[config.mk]
export PLATFORM = sky130hd
export DESIGN_NAME = wb_stage_buf
export DESIGN_NICKNAME = d
export VERILOG_FILES = /design/src/rtl/wb_stage_buf_pkg.sv /design/src/rtl/wb_stage_buf_rv_fifo2.sv /design/src/rtl/wb_stage_buf.sv
export SDC_FILE = /design/constraint.sdc
export NUM_CORES = 1
export LEC_CHECK = 0
export BUFFER_PORTS_ARGS = -buffer_cell sky130_fd_sc_hd__buf_4
export CORE_ASPECT_RATIO = 1.25
export CORE_MARGIN = 4
export CORE_UTILIZATION = 25
export CTS_CLUSTER_SIZE = 28
export DETAILED_ROUTE_END_ITERATION = 8
export PLACE_DENSITY = 0.46
export SETUP_SLACK_MARGIN = 0.15
export SLEW_MARGIN = 5
export SYNTH_ARGS = -nofsm -noshare
export SYNTH_HDL_FRONTEND = slang
export SYNTH_SLANG_ARGS = --single-unit
[constraint.sdc]
create_clock -name clk -period 3 [get_ports clk]
set_input_delay 0.3 -clock clk [delete_from_list [all_inputs] [get_ports clk]]
set_output_delay 0.3 -clock clk [all_outputs]
set_load 0.05 [all_outputs]
[src/rtl/wb_stage_buf_pkg.sv]
// Shared definitions for the MEM/WB writeback stage.
// Holds the default lane geometry, the writeback entry record and a helper
// that gives the packed width of an entry for any lane geometry.
package wb_pkg;

  localparam int XLEN_DEF      = 64;
  localparam int NLANES_DEF    = 1;
  localparam int REGADDR_W_DEF = 5;
  localparam int CNT_W_DEF     = 32;

  // One buffered writeback entry at the default geometry.
  typedef struct packed {
    logic                               regwrite;
    logic [REGADDR_W_DEF-1:0]           dst;
    logic [NLANES_DEF-1:0]              lane_en;
    logic [NLANES_DEF*XLEN_DEF-1:0]     wdata;
  } wb_entry_t;

  localparam int WB_ENTRY_W = $bits(wb_entry_t);

  // Packed entry width for an arbitrary lane geometry; field order matches wb_entry_t.
  function automatic int entryWidth(input int xlen, input int nlanes, input int regaddrW);
    return 1 + regaddrW + nlanes + nlanes * xlen;
  endfunction

endpackage

[src/rtl/wb_stage_buf_rv_fifo2.sv]
// rv_fifo2: generic 2-entry valid/ready FIFO (head + skid register).
// Ports:
//   clk, rst                  clock, synchronous active-high reset
//   flush_i                   drop all stored entries and any same-cycle push
//   in_valid_i / in_ready_o   upstream handshake; ready depends only on state and rst
//   in_data_i                 payload to enqueue
//   out_valid_o / out_ready_i downstream handshake
//   out_data_o                head payload (zero when empty)
module rv_fifo2 #(
  parameter int W = 8
) (
  input  logic         clk,
  input  logic         rst,
  input  logic         flush_i,
  input  logic         in_valid_i,
  output logic         in_ready_o,
  input  logic [W-1:0] in_data_i,
  output logic         out_valid_o,
  input  logic         out_ready_i,
  output logic [W-1:0] out_data_o
);

  logic [1:0]   count_q, count_d;
  logic [W-1:0] head_q, head_d;
  logic [W-1:0] skid_q, skid_d;
  logic         push;
  logic         pop;

  // Ready is derived from occupancy only, so out_ready never reaches in_ready.
  assign in_ready_o  = (count_q < 2'd2) && !rst;
  assign out_valid_o = (count_q != 2'd0);
  assign out_data_o  = head_q;

  assign push = in_valid_i && in_ready_o && !flush_i;
  assign pop  = out_valid_o && out_ready_i;

  // Next-state for occupancy and storage. Vacated slots are cleared so an
  // empty FIFO always presents zero on out_data_o.
  always_comb begin
    count_d = count_q;
    head_d  = head_q;
    skid_d  = skid_q;
    if (flush_i) begin
      count_d = 2'd0;
      head_d  = '0;
      skid_d  = '0;
    end else begin
      unique case ({push, pop})
        2'b10: begin
          if (count_q == 2'd0) begin
            head_d = in_data_i;
          end else begin
            skid_d = in_data_i;
          end
          count_d = count_q + 2'd1;
        end
        2'b01: begin
          // With one entry the skid is already zero, so head clears too.
          head_d  = skid_q;
          skid_d  = '0;
          count_d = count_q - 2'd1;
        end
        2'b11: begin
          // Only reachable with one entry: the new entry replaces the head.
          head_d = in_data_i;
        end
        default: begin
        end
      endcase
    end
  end

  // State registers with synchronous reset.
  always_ff @(posedge clk) begin
    if (rst) begin
      count_q <= 2'd0;
      head_q  <= '0;
      skid_q  <= '0;
    end else begin
      count_q <= count_d;
      head_q  <= head_d;
      skid_q  <= skid_d;
    end
  end

endmodule

[src/rtl/wb_stage_buf.sv]
// wb_stage_buf: MEM/WB stage register with a 2-entry skid buffer.
// Selects load data or ALU result at enqueue, suppresses writes to x0,
// exposes the head entry for forwarding and counts retired register writes.
// Ports:
//   clk, rst                      clock, synchronous active-high reset
//   in_valid / in_ready           MEM-stage handshake
//   in_memtoreg, in_regwrite      writeback source select, register write enable
//   in_dst, in_lane_en            destination register, per-lane enables
//   in_dmemrd, in_aluresult       lane-packed load data / ALU result
//   flush                         discard buffered and incoming entries
//   out_valid / out_ready         register-file handshake
//   out_regwrite, out_dst,
//   out_lane_en, out_wdata        head entry (zero when empty)
//   retire_cnt                    popped entries that wrote a register
module wb_stage_buf
  import wb_pkg::*;
#(
  parameter int XLEN      = XLEN_DEF,
  parameter int NLANES    = NLANES_DEF,
  parameter int REGADDR_W = REGADDR_W_DEF,
  parameter int CNT_W     = CNT_W_DEF
) (
  input  logic                   clk,
  input  logic                   rst,
  input  logic                   in_valid,
  output logic                   in_ready,
  input  logic                   in_memtoreg,
  input  logic                   in_regwrite,
  input  logic [REGADDR_W-1:0]   in_dst,
  input  logic [NLANES-1:0]      in_lane_en,
  input  logic [NLANES*XLEN-1:0] in_dmemrd,
  input  logic [NLANES*XLEN-1:0] in_aluresult,
  input  logic                   flush,
  output logic                   out_valid,
  input  logic                   out_ready,
  output logic                   out_regwrite,
  output logic [REGADDR_W-1:0]   out_dst,
  output logic [NLANES-1:0]      out_lane_en,
  output logic [NLANES*XLEN-1:0] out_wdata,
  output logic [CNT_W-1:0]       retire_cnt
);

  typedef struct packed {
    logic                   regwrite;
    logic [REGADDR_W-1:0]   dst;
    logic [NLANES-1:0]      lane_en;
    logic [NLANES*XLEN-1:0] wdata;
  } entry_t;

  localparam int ENTRY_W = entryWidth(XLEN, NLANES, REGADDR_W);

  entry_t             enqEntry;
  entry_t             headEntry;
  logic [ENTRY_W-1:0] fifoHead;
  logic               pop;
  logic [CNT_W-1:0]   retire_cnt_q, retire_cnt_d;

  // Build the stored entry: the data mux is resolved here so memtoreg never
  // needs to be buffered, and x0 writes are turned into no-ops.
  always_comb begin
    enqEntry          = '0;
    enqEntry.regwrite = in_regwrite && (in_dst != '0);
    enqEntry.dst      = in_dst;
    enqEntry.lane_en  = in_lane_en;
    enqEntry.wdata    = in_memtoreg ? in_dmemrd : in_aluresult;
  end

  rv_fifo2 #(
    .W(ENTRY_W)
  ) u_fifo (
    .clk         (clk),
    .rst         (rst),
    .flush_i     (flush),
    .in_valid_i  (in_valid),
    .in_ready_o  (in_ready),
    .in_data_i   (enqEntry),
    .out_valid_o (out_valid),
    .out_ready_i (out_ready),
    .out_data_o  (fifoHead)
  );

  assign headEntry = fifoHead;

  // Explicit zeroing keeps the forwarding outputs clean while empty.
  assign out_regwrite = out_valid ? headEntry.regwrite : 1'b0;
  assign out_dst      = out_valid ? headEntry.dst      : '0;
  assign out_lane_en  = out_valid ? headEntry.lane_en  : '0;
  assign out_wdata    = out_valid ? headEntry.wdata    : '0;

  assign pop = out_valid && out_ready;

  // A pop still retires even when flush hits in the same cycle.
  always_comb begin
    retire_cnt_d = retire_cnt_q;
    if (pop && out_regwrite) begin
      retire_cnt_d = retire_cnt_q + CNT_W'(1);
    end
  end

  always_ff @(posedge clk) begin
    if (rst) begin
      retire_cnt_q <= '0;
    end else begin
      retire_cnt_q <= retire_cnt_d;
    end
  end

  assign retire_cnt = retire_cnt_q;

endmodule

==> impl_results.md <==
- Status: completed
- Leak Pwr: 0.00453 µW
- Routability cong.: 0.733
- Cell mode on critical path: buf_4
- Slew @ Worst Pin: 0.737 ns
- RR Endpoint: u_fifo.out_data_o[55]$_SDFFE_PP0P_
- Synth Register Bits: 176
- Unrepaired setup endpoints after global routing: no
- Antenna Nets Post-Route: 0
- Die X: 173 µm
- Post-cts resize count: 0
- Starting density of the core: 25.3%
- Initial antenna violation count: 0
- Layout area overhead: 34.2%
- Post-DP Area: 10,800 µm²
- Final HPWL DP: 17.3 mm
- Max IR drop VDD: 0.000311 V
- Storage element area: 3520 µm²
- Yosys cell types: 41
- Final global-route overflow total: 0
- Largest net degree at the start of global routing: 133
- Crit path capture: out_dst[2]
- Fmax: 0.383 GHz
- DRC violation total after the first TritonRoute iteration: 460
- CP max FO: 74
- Syn avg cell area: 7.66 µm²
- Most common cell after layout, fill and taps aside: buf_4
- Setup bufs post-CTS: 0
- Fin crit period: 2.61 ns
- Max_slew headroom: 50.6%
- H-Tree Depth: 4
- Setup_tns: 0 ns
- ANT cells: 0
- Critical Path AT: 2.31 ns
- Vias in the first global route: 7,789
- Type of origin of the critical path: register
- Asr flop ratio synth: 0%
- Layout cells sized above 1: 23.4%
- P per Cell Area: 470 nW/µm²
- Post-Synthesis Cells: 1,111
- Global-route wire length before repair: 42.4 mm
- Critical Path RT: 2.70 ns
- Tcrit/Tclk final: 87.1%
- Drt pass-1 iters: 7
- Sequential share of the synthesized area: 41.4%
- Final setup fails: 0
- Drt total wl: 26.6 mm
- Crit path max-delay family: buffers and inverters
- Filler cells: 3,638
- Most frequent cells in the layout: buf_4 (257), nand2_1 (204), dfxtp_1 (176)
- Syn Nets: 1,256
- Max incr delay on CP: 0.58 ns
- Setup crit start: u_fifo.count_q[1]$_SDFFE_PP0P_
- Chip Height: 214 µm
- Synthesis Warnings: 0
- Worst min path class: primary input to register
- # DRC: 0
- Critical Path Slowest Stage Cell: buf_4
- Core ar.: 33,600 µm²
- IO Count: 246
- R2R depth: 10
- Clock tree from TritonCTS: yes
- Post-layout utilization of the core: 34.0%
- Count of final hold-check violations: 0
- Critical Path Stages: 6
- Worst R2R Setup Slack: 0.75 ns
- EDFF count, synth: 0
- Setup Skew: 0.0124 ns
- CTS root buf: clkbuf_16
- Die area: 37,100 µm²
- Maxcap violations: 0
- Cts hold-fix bufs: 0
- Final Slew Violations: 0
- Cell area after synthesis: 8520 µm²
- Core Rows: 75
- Final Net Count: 1,451
- Area of the multi-input gates: 4660 µm²
- CTS clk-pin slew, worst paths: 0.07 ns
- Hold_sp: in_lane_en
- Clock sink count: 176
- DR vias: 8,135
- Most used flip-flop cell after synthesis: dfxtp_1
- Vias per cell: 4.67
- Crit path capture type: output pin
- Crit Reg-Reg Startpoint: u_fifo.count_q[1]$_SDFFE_PP0P_
- Gr usage total: 14.0%
- Worst Path Buf+Inv: 4
- TritonCTS buffer count: 17
- Clk_lat worst skew: 0.43 ns
- IO Port Bufs: 245
- Max Buffers Root-to-Sink: 2
- Cells along the critical path: nor2_1, buf_4, inv_2, buf_4, and2_1, buf_4
- Design area: 11,400 µm²
- Crit Path Class: register to output pin
- Wire length per cell: 15.3 µm
[power breakdown]
group	total [µW]	switching [µW]	leakage (µW)	internal, µW
registers	2390	15.6	0.00142	2370
logic	542	307	0.00280	235
clock network	2450	1000	0.000309	1440
total	5370	1330	0.00453	4050
[flip-flops by register name, indices dropped and copies added (netlist names)]
signal,cells
retire_cnt,32
u_fifo.count_q,2
u_fifo.skid_q,71
u_fifo.out_data_o,71
[final cells by class]
class	instances	share of cell area, %
tap	423	4.63
clock buffer	19	3.96
clock inverter	13	1.62
timing repair buffer	263	17.9
inverter	8	0.263
multi-input combinational	840	40.8
sequential	176	30.8
[cell usage after synthesis (2+ instances only)]
library cell | instances | share of area (%)
a211oi_1 | 6 | 0.53
a21oi_1 | 150 | 8.8
a22oi_1 | 6 | 0.53
a31o_2 | 2 | 0.21
and2_1 | 136 | 10
and4_1 | 2 | 0.21
buf_1 | 7 | 0.31
buf_2 | 11 | 0.65
clkbuf_1 | 68 | 3.0
dfxtp_1 | 176 | 41
ha_1 | 4 | 0.59
inv_1 | 7 | 0.31
mux2i_1 | 71 | 8.3
nand2_1 | 204 | 9.0
nand3_1 | 10 | 0.59
nand3b_1 | 2 | 0.18
nand4_1 | 6 | 0.44
nor2_1 | 95 | 4.2
nor3_1 | 4 | 0.24
nor4_1 | 7 | 0.51
o211ai_1 | 2 | 0.18
o21ai_0 | 74 | 4.3
o31ai_1 | 10 | 0.88
or2_2 | 2 | 0.15
or3_1 | 9 | 0.66
or4_1 | 14 | 1.2
xnor2_1 | 10 | 1.0
xor2_1 | 3 | 0.31
[worst min path at each step]
stage	endpoint	slack, ns	cells past startpoint
after CTS	u_fifo.skid_q[64]$_SDFFE_PP0P_	0.1	3
after floorplan	u_fifo.skid_q[0]$_SDFFE_PP0P_	0.43	2
after global routing	u_fifo.skid_q[66]$_SDFFE_PP0P_	0.13	3
after detailed placement	u_fifo.skid_q[2]$_SDFFE_PP0P_	0.44	2
final	u_fifo.skid_q[64]$_SDFFE_PP0P_	0.12	3
after global placement	u_fifo.skid_q[53]$_SDFFE_PP0P_	0.43	2
[metrics by stage]
| step | power (µW) | hold WS, ns | instances | setup slack [ns] |
|---|---|---|---|---|
| global route | 5610 | 0.129 | 1742 | 0.186 |
| floorplan | 2720 | 0.427 | 1111 | 0.686 |
| detailed placement | 3000 | 0.439 | 1710 | 0.606 |
| global placement | 2990 | 0.433 | 1710 | 0.630 |
| CTS | 5470 | 0.0967 | 1742 | 0.300 |
| finish | 5370 | 0.123 | 1742 | 0.387 |
[cells by family (layout without fill, tap and decap cells)]
| logic type | after synthesis | in the layout | synth area share, % |
|---|---|---|---|
| AOI/OAI and AO/OA | 254 | 254 | 15.9 |
| xor gates and xnor gates | 13 | 13 | 1.34 |
| adders and majority gates | 4 | 4 | 0.588 |
| buffers and inverters | 95 | 303 | 4.36 |
| DFF | 176 | 176 | 41.4 |
| muxes | 72 | 72 | 8.48 |
| and+or+nand+nor | 497 | 497 | 27.9 |
[tightest hold or removal path, cell delays in order]
cell	delay, ns
buf_4	0.08
a22oi_1	0.05
nor2_1	0.07
[per-layer routing]
| metal | GRT usage (%) | vias to the layer above | part of all wire (%) | wire (µm) |
|---|---|---|---|---|
| li1 | - | 4118 | - | - |
| met4 | 3.27 | 0 | 1.0 | 272 |
| met1 | 18.2 | 3799 | 46 | 12200 |
| met2 | 23.4 | 199 | 47 | 12600 |
| met3 | 3.53 | 19 | 5.6 | 1500 |
| met5 | 0 | - | 0 | 0 |
No activity file was read; power rests on OpenSTA's default activity.
